File: config.mk
export PLATFORM = sky130hd
export DESIGN_NAME = sm3_expnd_core
export DESIGN_NICKNAME = d
export VERILOG_FILES = /design/src/rtl/sm3_expnd_core.sv
export SDC_FILE = /design/constraint.sdc
export NUM_CORES = 1
export LEC_CHECK = 0
export BUFFER_PORTS_ARGS = -buffer_cell sky130_fd_sc_hd__buf_2
export CORE_ASPECT_RATIO = 0.6
export CORE_UTILIZATION = 50
export CTS_CLUSTER_DIAMETER = 30
export DETAILED_ROUTE_END_ITERATION = 16
export PLACE_DENSITY = 0.63
export SYNTH_ARGS = -nofsm -noshare
export SYNTH_HDL_FRONTEND = slang
export SYNTH_SLANG_ARGS = --single-unit
File: constraint.sdc
create_clock -name clk -period 1.9 [get_ports clk]
set_input_delay 0.095 -clock clk [delete_from_list [all_inputs] [get_ports clk]]
set_output_delay 0.095 -clock clk [all_outputs]
set_load 0.01 [all_outputs]
File: src/rtl/sm3_expnd_core.sv
// SM3 message expansion: loads 16 words, then streams W_j / W'_j for j=0..63.
// Define SM3_EXPND_WP_EN to produce W'_j; otherwise expnd_w_p_o is tied 0.
module sm3_expnd_core (
  input  logic        clk,
  input  logic        rst_n,
  input  logic [31:0] pad_d_i,
  input  logic        pad_vld_i,
  input  logic        pad_lst_i,
  output logic        pad_ena_o,
  output logic [31:0] expnd_w_o,
  output logic [31:0] expnd_w_p_o,
  output logic [5:0]  expnd_j_o,
  output logic        expnd_vld_o,
  input  logic        expnd_rdy_i,
  output logic        expnd_lst_o
);

  typedef enum logic {LOAD, EXPND} state_t;

  state_t             state;
  state_t             state_nxt;
  logic [15:0][31:0]  win;
  logic [3:0]         ld_cnt;
  logic [5:0]         rnd_cnt;
  logic               blk_lst;
  logic               ld_acc;
  logic               rnd_acc;
  logic [31:0]        p1_in;
  logic [31:0]        p1_out;
  logic [31:0]        w_new;

  assign ld_acc  = pad_vld_i && pad_ena_o;
  assign rnd_acc = expnd_vld_o && expnd_rdy_i;

  // W_{j+16} from the window holding W_j..W_{j+15}
  assign p1_in  = win[0] ^ win[7] ^ {win[13][16:0], win[13][31:17]};
  assign p1_out = p1_in ^ {p1_in[16:0], p1_in[31:17]}
                ^ {p1_in[8:0], p1_in[31:9]};
  assign w_new  = p1_out ^ {win[3][24:0], win[3][31:25]} ^ win[10];

  always_ff @(posedge clk or negedge rst_n) begin
    if (!rst_n) state <= LOAD;
    else        state <= state_nxt;
  end

  always_comb begin
    state_nxt = state;
    unique case (state)
      LOAD:  if (ld_acc && ld_cnt == 4'd15)   state_nxt = EXPND;
      EXPND: if (rnd_acc && rnd_cnt == 6'd63) state_nxt = LOAD;
      default: state_nxt = LOAD;
    endcase
  end

  always_comb begin
    pad_ena_o   = 1'b0;
    expnd_vld_o = 1'b0;
    expnd_w_o   = '0;
    expnd_w_p_o = '0;
    expnd_j_o   = '0;
    expnd_lst_o = 1'b0;
    unique case (state)
      LOAD: pad_ena_o = rst_n;
      EXPND: begin
        expnd_vld_o = 1'b1;
        expnd_w_o   = win[0];
`ifdef SM3_EXPND_WP_EN
        expnd_w_p_o = win[0] ^ win[4];
`else
        expnd_w_p_o = '0;
`endif
        expnd_j_o   = rnd_cnt;
        expnd_lst_o = blk_lst && (rnd_cnt == 6'd63);
      end
      default: ;
    endcase
  end

  always_ff @(posedge clk or negedge rst_n) begin
    if (!rst_n) begin
      win     <= '0;
      ld_cnt  <= '0;
      rnd_cnt <= '0;
      blk_lst <= 1'b0;
    end else if (ld_acc) begin
      win     <= {pad_d_i, win[15:1]};
      ld_cnt  <= ld_cnt + 4'd1;
      if (ld_cnt == 4'd15) blk_lst <= pad_lst_i;
    end else if (rnd_acc) begin
      win     <= {w_new, win[15:1]};
      rnd_cnt <= rnd_cnt + 6'd1;
      if (rnd_cnt == 6'd63) blk_lst <= 1'b0;
    end
  end

endmodule

==> results of run 1 <==
## cell usage after synthesis, drive strengths merged (2+ instances only)
cell type | count | area share
dfrtp | 524 | 0.59
xor2 | 2 | 0.00079
mux2i | 32 | 0.014
nor2b | 2 | 0.00056
nand2 | 39 | 0.0066
mux2 | 482 | 0.24
inv | 2 | 0.00034
xnor2 | 134 | 0.053
buf | 89 | 0.030
clkbuf | 15 | 0.0025
nand4 | 4 | 0.0011
ha | 2 | 0.0011
nor2 | 4 | 0.0010
xnor3 | 32 | 0.032
and2 | 39 | 0.011
o221ai | 32 | 0.013
## placed cells by master, fill, tap and decap left out, types with 36 or more instances in the layout
| master | Yosys | routed |
|---|---|---|
| and2_1 | 39 | 37 |
| buf_2 | 12 | 76 |
| buf_4 | 64 | 69 |
| clkbuf_16 | 0 | 79 |
| dfrtp_1 | 524 | 523 |
| dlygate4sd3_1 | 0 | 36 |
| mux2_1 | 89 | 89 |
| mux2_2 | 393 | 393 |
| nand2_1 | 39 | 38 |
| xnor2_1 | 134 | 132 |
## worst paths after layout
path / from / end / slack [ns]
max in group asynchronous: rst_n / win[350] / 0.58
worst max register to register: state / win[196] / 0.05
min in group clk: pad_vld_i / ld_cnt[0] / 0.13
worst max-delay path: state / win[196] / 0.05
worst min register to register: win[138] / win[106] / 0.48
worst min-delay path: rst_n / win[191] / -0.18
## metal layers
metal / global-route usage / vias up
met1: 0.360 / 6313
met2: 0.310 / 215
li1: - / 5468
met4: 0.0558 / 0
met3: 0.0455 / 72
met5: 0 / -
## cell type report
cell class	count	area (um2)
Inverter	2	7.51
Antenna cell	1	2.50
Tap cell	579	724
Fill cell	3319	16500
Sequential cell	524	13100
Multi-Input combinational cell	842	8610
Clock buffer	91	2100
Clock inverter	46	712
Timing Repair Buffer	211	1870
## cell families (layout without fill, tap and decap cells)
logic type	count (synthesis)	count (layout)
buffers and inverters	106	350
adders and majority gates	2	2
and+or+nand+nor	91	91
muxes	514	514
xor gates and xnor gates	168	168
AOI/OAI and AO/OA	35	35
DFF	524	524
other	1	33
## registers in the layout (all words and copies together) (netlist names)
name / count
win: 512
rnd_cnt: 6
state: 1
blk_lst: 1
ld_cnt: 4
## through the flow
step	hold slack, ns	cell area, um2	std cells	setup slack (ns)
after detailed placement	0.369	23800	2115	0.0156
after CTS	-0.114	27000	2290	0.0105
final	-0.180	27100	2296	0.0505
after global placement	0.350	23800	2115	0.0157
after floorplan	-0.201	22400	1472	0.186
after global routing	-0.118	27100	2295	-0.0205
## critical path, stage by stage (launching register included)
cell and delay [ns]:
dfrtp_2 0.41, and3b_1 0.23, nor2_4 0.13, buf_12 0.17
buf_12 0.19, buf_16 0.20, mux2_2 0.35
## what timing repair did
item / in CTS / in global routing
buffers inserted: 1 / 4
endpoints found under the hold margin: 170 / 81
cloned: 0 / 1
endpoints found under the setup margin: 20 / 81
pin swaps: 0 / 0
gates resized for setup: 11 / 9
## report_power, final
group	total [W]	internal [W]	switching, W	leakage [nW]
Sequential	0.0208	0.0166	0.00411	6.47
Combinational	0.0253	0.0143	0.0110	4.69
Clock	0.0154	0.0100	0.00534	1.36
Total	0.0614	0.0409	0.0205	12.5
==> out/results.ini, run 1 <==
[logic_synthesis]
synth_simple_gate_area_frac=0.0212
synth_ff_type=dfrtp_1
synth_edf_count=0
ys_types=29
synth-compound-area-share=0.0136
synth_seq_area_share=0.588
synthAdderAreaFrac=0.00112
synthesis.area_um2=22300
avgSynthCellArea_um2=15.5
synth_top_family_by_area=multiplexers
async_flop_share=1.00
synth_mux_area_frac=0.258
netlist_instances=1441
ys_warn_count=0
synth_xor_area_frac=0.0857
ys_ff_latch=524

[power_and_ir_drop]
vdd_drop_max_mv=1.35
power_w=0.0614
cellLeakagePower_nw=12.5
p_per_area_nw_per_um2=2260

[placed_design]
routabilityCongestion=0.788
hpwl_mm=34.1
io_buffers=77

[cells_and_area]
fin_nets=1696
drive_above_1_share=0.415
fin_util=0.622
area_delta_synth_final_pct=21.6

[die]
row_count=59
start_util=0.511
core_um2=43600
ios=110
die_y_um=166
die_w_um=275
die_area_um2=45500

[clock_network]
cts_sinks=524
numCtsBuffers=76
root_buffer=clkbuf_16
insertion_delay_ns=0.60
htreeDepth=3
cts.path.max_buffers=3
tritoncts=built
clk_pin_slew_ns=0.06
postCtsHoldBufs=37

[sta]
worst_pin_slew_ns=1.04
setup_tns_ns=0
hold_violations=81
fmax_mhz=541
clock_skew_ns=0.0247
timing.hold.ws_ns=-0.180
drv_slew=0
rsz0062_at_grt=yes
fin_crit_ns=1.85
relSlewSlack=0.301
period_share=0.973
setup_viol=0

[route]
ant_nets=0
topRoutingLayerUsed=met4
via_count=12100
wl_met2_mm=21.0
drt_first_pass_iters=10
route.met3.wl_mm=2.89
vias_per_cell=5.26
drc=4
post_drt_wl_per_cell_um=21.6
drt-initial-drc-count=726
met1_length_mm=24.7
totalWireLength_mm=49.5

[run]
maxCapViolCount=0

[worst_hold_path]
hold_class=input port to asynchronous set/reset pin

[worst_setup_path]
cp-end-kind=register
critPathLaunchType=register
cp_data_required_time_ns=2.36
setup.worst_path.class=register to register
crit_fanout=28
cp.arrival_ns=2.31
reg2regPathDepth=6

[global_route]
antenna_found_initial=1
grt_use_total=0.225
grt_overflow_total=0
grt_pass1_wl_mm=76.5
grt_start_max_net_pins=175
grt_pass1_vias=12600

[run_status]
violations=DRC, hold timing
status=finished, violations left

No activity file was read; power rests on OpenSTA's default activity.
==> run 2: changes to the inputs <==
--- a/config.mk
+++ b/config.mk
@@ -10,7 +10,7 @@
 export CORE_UTILIZATION = 50
 export CTS_CLUSTER_DIAMETER = 30
 export DETAILED_ROUTE_END_ITERATION = 16
-export PLACE_DENSITY = 0.63
+export PLACE_DENSITY = 0.66
 export SYNTH_ARGS = -nofsm -noshare
 export SYNTH_HDL_FRONTEND = slang
 export SYNTH_SLANG_ARGS = --single-unit
==> constraint.sdc (replaced) <==
create_clock -name clk -period 1.5 [get_ports clk]
set_input_delay 0.075 -clock clk [delete_from_list [all_inputs] [get_ports clk]]
set_output_delay 0.075 -clock clk [all_outputs]
set_load 0.01 [all_outputs]
==> out/results.ini, run 2 (synthesis results as in run 1) <==
[global_route]
grt_start_max_net_pins=105
grt_pass1_wl_mm=79.2
grt_use_total=0.231
antenna_found_initial=4
grt_pass1_vias=13500
grt_overflow_total=0

[route]
drc=0
route.met3.wl_mm=2.29
via_count=12800
vias_per_cell=5.26
ant_nets=0
totalWireLength_mm=53.6
drt_first_pass_iters=5
post_drt_wl_per_cell_um=22.0
wl_met2_mm=23.1
drt-initial-drc-count=880
met1_length_mm=27.4
topRoutingLayerUsed=met4

[cells_and_area]
top_regs=win (512), rnd_cnt (6), ld_cnt (4)
final_common_cell=dfrtp_1
largest_reg_flops=512
drive_above_1_share=0.481
fin_nets=1830
final-instance-count-excl-fill=2436
area_delta_synth_final_pct=29.7
final_cell_mix=dfrtp_1 (521), mux2_2 (351), buf_4 (171)
top_register=win
fin_util=0.663

[die]
core_um2=43600
die_y_um=166
die_w_um=275
row_count=59
die_area_um2=45500
start_util=0.511
ios=110

[clock_network]
postCtsHoldBufs=34
htreeDepth=3
insertion_delay_ns=0.61
cts.path.max_buffers=3
cts_sinks=524
clk_pin_slew_ns=0.05
tritoncts=built
root_buffer=clkbuf_16
numCtsBuffers=79

[worst_setup_path]
path_cells=and3b_2 -> nor2_4 -> buf_12 -> buf_16 -> buf_12 -> buf_12 -> mux2_2
max_stage_delay_ns=0.39
path_common_cell=buf_12
worst_path_max_delay_cell=dfrtp_2
cp_data_required_time_ns=1.97
critPathLaunchType=register
cp-end-kind=register
setup.worst_path.class=register to register
crit_fanout=10
cp.arrival_ns=2.28

[sta]
drv_slew=0
fin_crit_ns=1.81
setup_viol=553
relSlewSlack=0.536
setup_tns_ns=-119.99
clock_skew_ns=0.0248
fmax_mhz=553
worst_pin_slew_ns=0.695
rsz0062_at_grt=yes
hold_violations=403
timing.hold.ws_ns=-0.129
period_share=1.21
timing.final.ws_setup_ns=-0.308

[run_status]
violations=hold timing, setup timing
status=finished, violations left

[placed_design]
place_ws_ns=-0.316
routabilityCongestion=0.771
place_inst=2218
hpwl_mm=34.6
io_buffers=77

[power_and_ir_drop]
vdd_drop_max_mv=1.59
p_per_area_nw_per_um2=2950
cellLeakagePower_nw=13.6

[run]
maxCapViolCount=0

[worst_hold_path]
hold_class=input port to asynchronous set/reset pin

run 2: changes by cell type in the layout (fill, tap and decap cells not counted), sizes merged:
cell	before	now
clkbuf	92	112
bufbuf	0	1
clkinvlp	7	8
inv	15	22
buf	174	293
dlygate4sd3	36	34
bufinv	15	9
run 2: cell type report:
class,instances,area [um2]
inverters,2,7.51
repair buffers,342,3270
well taps,579,724
flip-flops and latches,524,13100
multi-input cells,842,9020
clock buffers,98,2150
clock inverters,48,638
fillers,2975,14700
diodes,1,2.50
run 2: repair_timing:
action                                  CTS  global route
hold endpoints to repair                484           401
setup buffers                             4            17
endpoints found under the setup margin  554           553
pin swaps                                17            11
cloned                                    1            17
resized for setup                        47            94
run 2: metal layers:
layer,vias to the layer above,track usage
met3,61,0.0477
met4,0,0.0599
met1,6772,0.368
li1,5747,-
met5,-,0
met2,233,0.319
run 2: critical path: cells and delay by family, from the launching register on:
kind	cells	cell delay, ns
buffers and inverters	4	0.58
flip-flops	1	0.39
AND/OR/NAND/NOR	2	0.36
multiplexers	1	0.34
run 2: stage by stage:
step / power [W] / instance area, um2
floorplan: 0.0463 / 22400
global placement: 0.0600 / 24600
detailed placement: 0.0610 / 24600
CTS: 0.0823 / 28000
global route: 0.0896 / 28900
finish: 0.0853 / 28900
run 2: worst paths after layout:
path	slack, ns	to	from	cells after the start
setup / recovery	-0.31	win[131]	state	7
hold / removal	-0.13	win[399]	rst_n	3
setup reg to reg	-0.31	win[131]	state	7
hold reg to reg	0.46	ld_cnt[3]	ld_cnt[3]	1
max in group asynchronous	0.79	win[410]	rst_n	4
min in group clk	0.13	ld_cnt[0]	pad_vld_i	5
run 2: report_power, final:
part	total, W	switching, W	internal [W]
registers	0.0261	0.00497	0.0211
logic	0.0402	0.0170	0.0232
clock network	0.0191	0.00709	0.0120
==> run 3: changes to the inputs <==
--- a/config.mk
+++ b/config.mk
@@ -6,11 +6,13 @@
 export NUM_CORES = 1
 export LEC_CHECK = 0
 export BUFFER_PORTS_ARGS = -buffer_cell sky130_fd_sc_hd__buf_2
+export CELL_PAD_IN_SITES_DETAIL_PLACEMENT = 0
+export CELL_PAD_IN_SITES_GLOBAL_PLACEMENT = 1
 export CORE_ASPECT_RATIO = 0.6
-export CORE_UTILIZATION = 50
+export CORE_UTILIZATION = 30
 export CTS_CLUSTER_DIAMETER = 30
 export DETAILED_ROUTE_END_ITERATION = 16
-export PLACE_DENSITY = 0.66
+export PLACE_DENSITY = 0.48
 export SYNTH_ARGS = -nofsm -noshare
 export SYNTH_HDL_FRONTEND = slang
 export SYNTH_SLANG_ARGS = --single-unit
==> out/results.ini, run 3 (synthesis results as in run 1) <==
[sta]
period_share=1.23
fmax_mhz=541
hold_violations=120
timing.hold.ws_ns=-0.272
setup_tns_ns=-135.45
worst_pin_slew_ns=0.573
timing.final.ws_setup_ns=-0.347
clock_skew_ns=0.0210
rsz0062_at_grt=yes
setup_viol=553
relSlewSlack=0.618
drv_slew=0
fin_crit_ns=1.85

[clock_network]
insertion_delay_ns=0.64
htreeDepth=3
root_buffer=clkbuf_16
cts_sinks=524
tritoncts=built
cts.path.max_buffers=3
postCtsHoldBufs=35
numCtsBuffers=100
clk_pin_slew_ns=0.05

[placed_design]
place_ws_ns=-0.379
hpwl_mm=39.5
io_buffers=77
routabilityCongestion=0.738
place_inst=2630
post_dp_cell_area_um2=25200

[cells_and_area]
final_common_cell=dfrtp_1
area_delta_synth_final_pct=37.3
top_register=win
top_regs=win (512), rnd_cnt (6), ld_cnt (4)
largest_reg_flops=512
fin_nets=1856
antenna_cells=0
final_cell_mix=dfrtp_1 (519), mux2_2 (359), buf_4 (172)
final-instance-count-excl-fill=2887
nFillCells=6754
drive_above_1_share=0.513
fin_area_um2=30600

[die]
die_y_um=213
row_count=77
core_um2=73600
start_util=0.303
die_area_um2=75500
ios=110
die_w_um=354

[global_route]
grt_pass1_wl_mm=87.8
grt_start_max_net_pins=100
grt_use_total=0.159
antenna_found_initial=4
grt_overflow_total=0
grt_pass1_vias=13300

[route]
post_drt_wl_per_cell_um=20.6
via_count=12600
vias_per_cell=4.38
drt-initial-drc-count=604
drc=0
totalWireLength_mm=59.4
drt_first_pass_iters=4
ant_nets=0

[power_and_ir_drop]
vdd_drop_max_mv=1.57
power_w=0.0912
switching_share=0.330
clkPwrFrac=0.263
power_frac_seq=0.286
p_per_area_nw_per_um2=2980
internal_power_w=0.0611
power_switching_w=0.0301
cellLeakagePower_nw=14.2
comb_power_share=0.451

[run_status]
violations=hold timing, setup timing
status=finished, violations left

[worst_setup_path]
regToRegEndpoint=win[249]
cp_top_family=buffers and inverters
critPathLaunchType=register
reg2reg_slack_ns=-0.35
cp-end-kind=register
cp_data_required_time_ns=2.02
crit_fanout=16
setup.worst_path.class=register to register
reg2regPathDepth=6
path_depth=6
path_cells=and3b_2 -> nor2_4 -> buf_12 -> bufbuf_16 -> buf_4 -> mux2_2
max_stage_delay_ns=0.43
cp.arrival_ns=2.37
worst_path_max_delay_cell=dfrtp_4
cp_num_buf_inv=3
rr_startpoint=state

[run]
maxCapViolCount=0

[worst_hold_path]
hold_class=input port to asynchronous set/reset pin

-- run 3: cell types whose count changed in the layout (fill, tap and decap cells not counted), moves of 8 or more --
| cell | before | now |
|---|---|---|
| buf_6 | 13 | 33 |
| and2_1 | 35 | 15 |
| xnor2_1 | 117 | 105 |
| inv_6 | 14 | 5 |
| clkinv_2 | 5 | 19 |
| mux2_4 | 51 | 39 |
| bufinv_16 | 9 | 18 |
| clkbuf_16 | 95 | 108 |
| and2_4 | 4 | 24 |
| buf_12 | 23 | 33 |
| xnor2_2 | 11 | 21 |
| buf_2 | 73 | 53 |
| mux2_2 | 351 | 359 |
-- run 3: area by class of cell --
class | count | area, um2 | share of cell area
well taps | 987 | 1230 | 0.0403
repair buffers | 347 | 3460 | 0.113
flip-flops and latches | 524 | 13100 | 0.428
inverters | 2 | 7.51 | 0.000245
clock buffers | 120 | 2770 | 0.0905
clock inverters | 65 | 878 | 0.0287
multi-input cells | 842 | 9160 | 0.299
-- run 3: power by group through the flow --
stage | registers, W | logic [W] | clock network, W
6_report | 0.0261 | 0.0411 | 0.0240
5_1_grt | 0.0270 | 0.0441 | 0.0253
4_1_cts | 0.0262 | 0.0393 | 0.0246
3_5_place_dp | 0.0264 | 0.0356 | 0
3_3_place_gp | 0.0262 | 0.0353 | 0
2_1_floorplan | 0.0240 | 0.0223 | 0
-- run 3: worst max-delay path by stage --
stage	from	end	slack [ns]
after floorplan	state	win[100]	-0.16
after global placement	win[26]	win[489]	-0.41
after detailed placement	win[26]	win[489]	-0.38
after CTS	state	expnd_w_o[22]	-0.40
after global routing	state	expnd_w_o[22]	-0.40
final	state	win[249]	-0.35
-- run 3: timing repair --
| action | CTS | global route |
|---|---|---|
| setup buffers | 19 | 12 |
| endpoints found under the hold margin | 202 | 120 |
| cloned | 6 | 5 |
| endpoints found under the setup margin | 553 | 555 |
| pin swaps | 24 | 13 |
| resized for setup | 130 | 63 |
-- run 3: worst reg2reg max path: cells and delay by family (launching register included) --
family | cells | cell delay [ns]
buf+inv | 3 | 0.64
flops | 1 | 0.43
simple gates | 2 | 0.36
mux | 1 | 0.32
-- run 3: layer usage --
metal	share of wire	routed length [um]	GRT usage
met4	0.019	1150	0.0450
met1	0.50	29500	0.241
met5	0	0	0
met3	0.064	3820	0.0344
met2	0.42	24900	0.225
-- run 3: metrics by stage --
| stage | util | hold slack [ns] |
|---|---|---|
| 2_1_floorplan | - | -0.221 |
| 3_3_place_gp | 0.342 | 0.319 |
| 3_5_place_dp | 0.342 | 0.311 |
| 4_1_cts | 0.409 | -0.307 |
| 5_1_grt | 0.416 | -0.264 |
| 6_report | 0.416 | -0.272 |
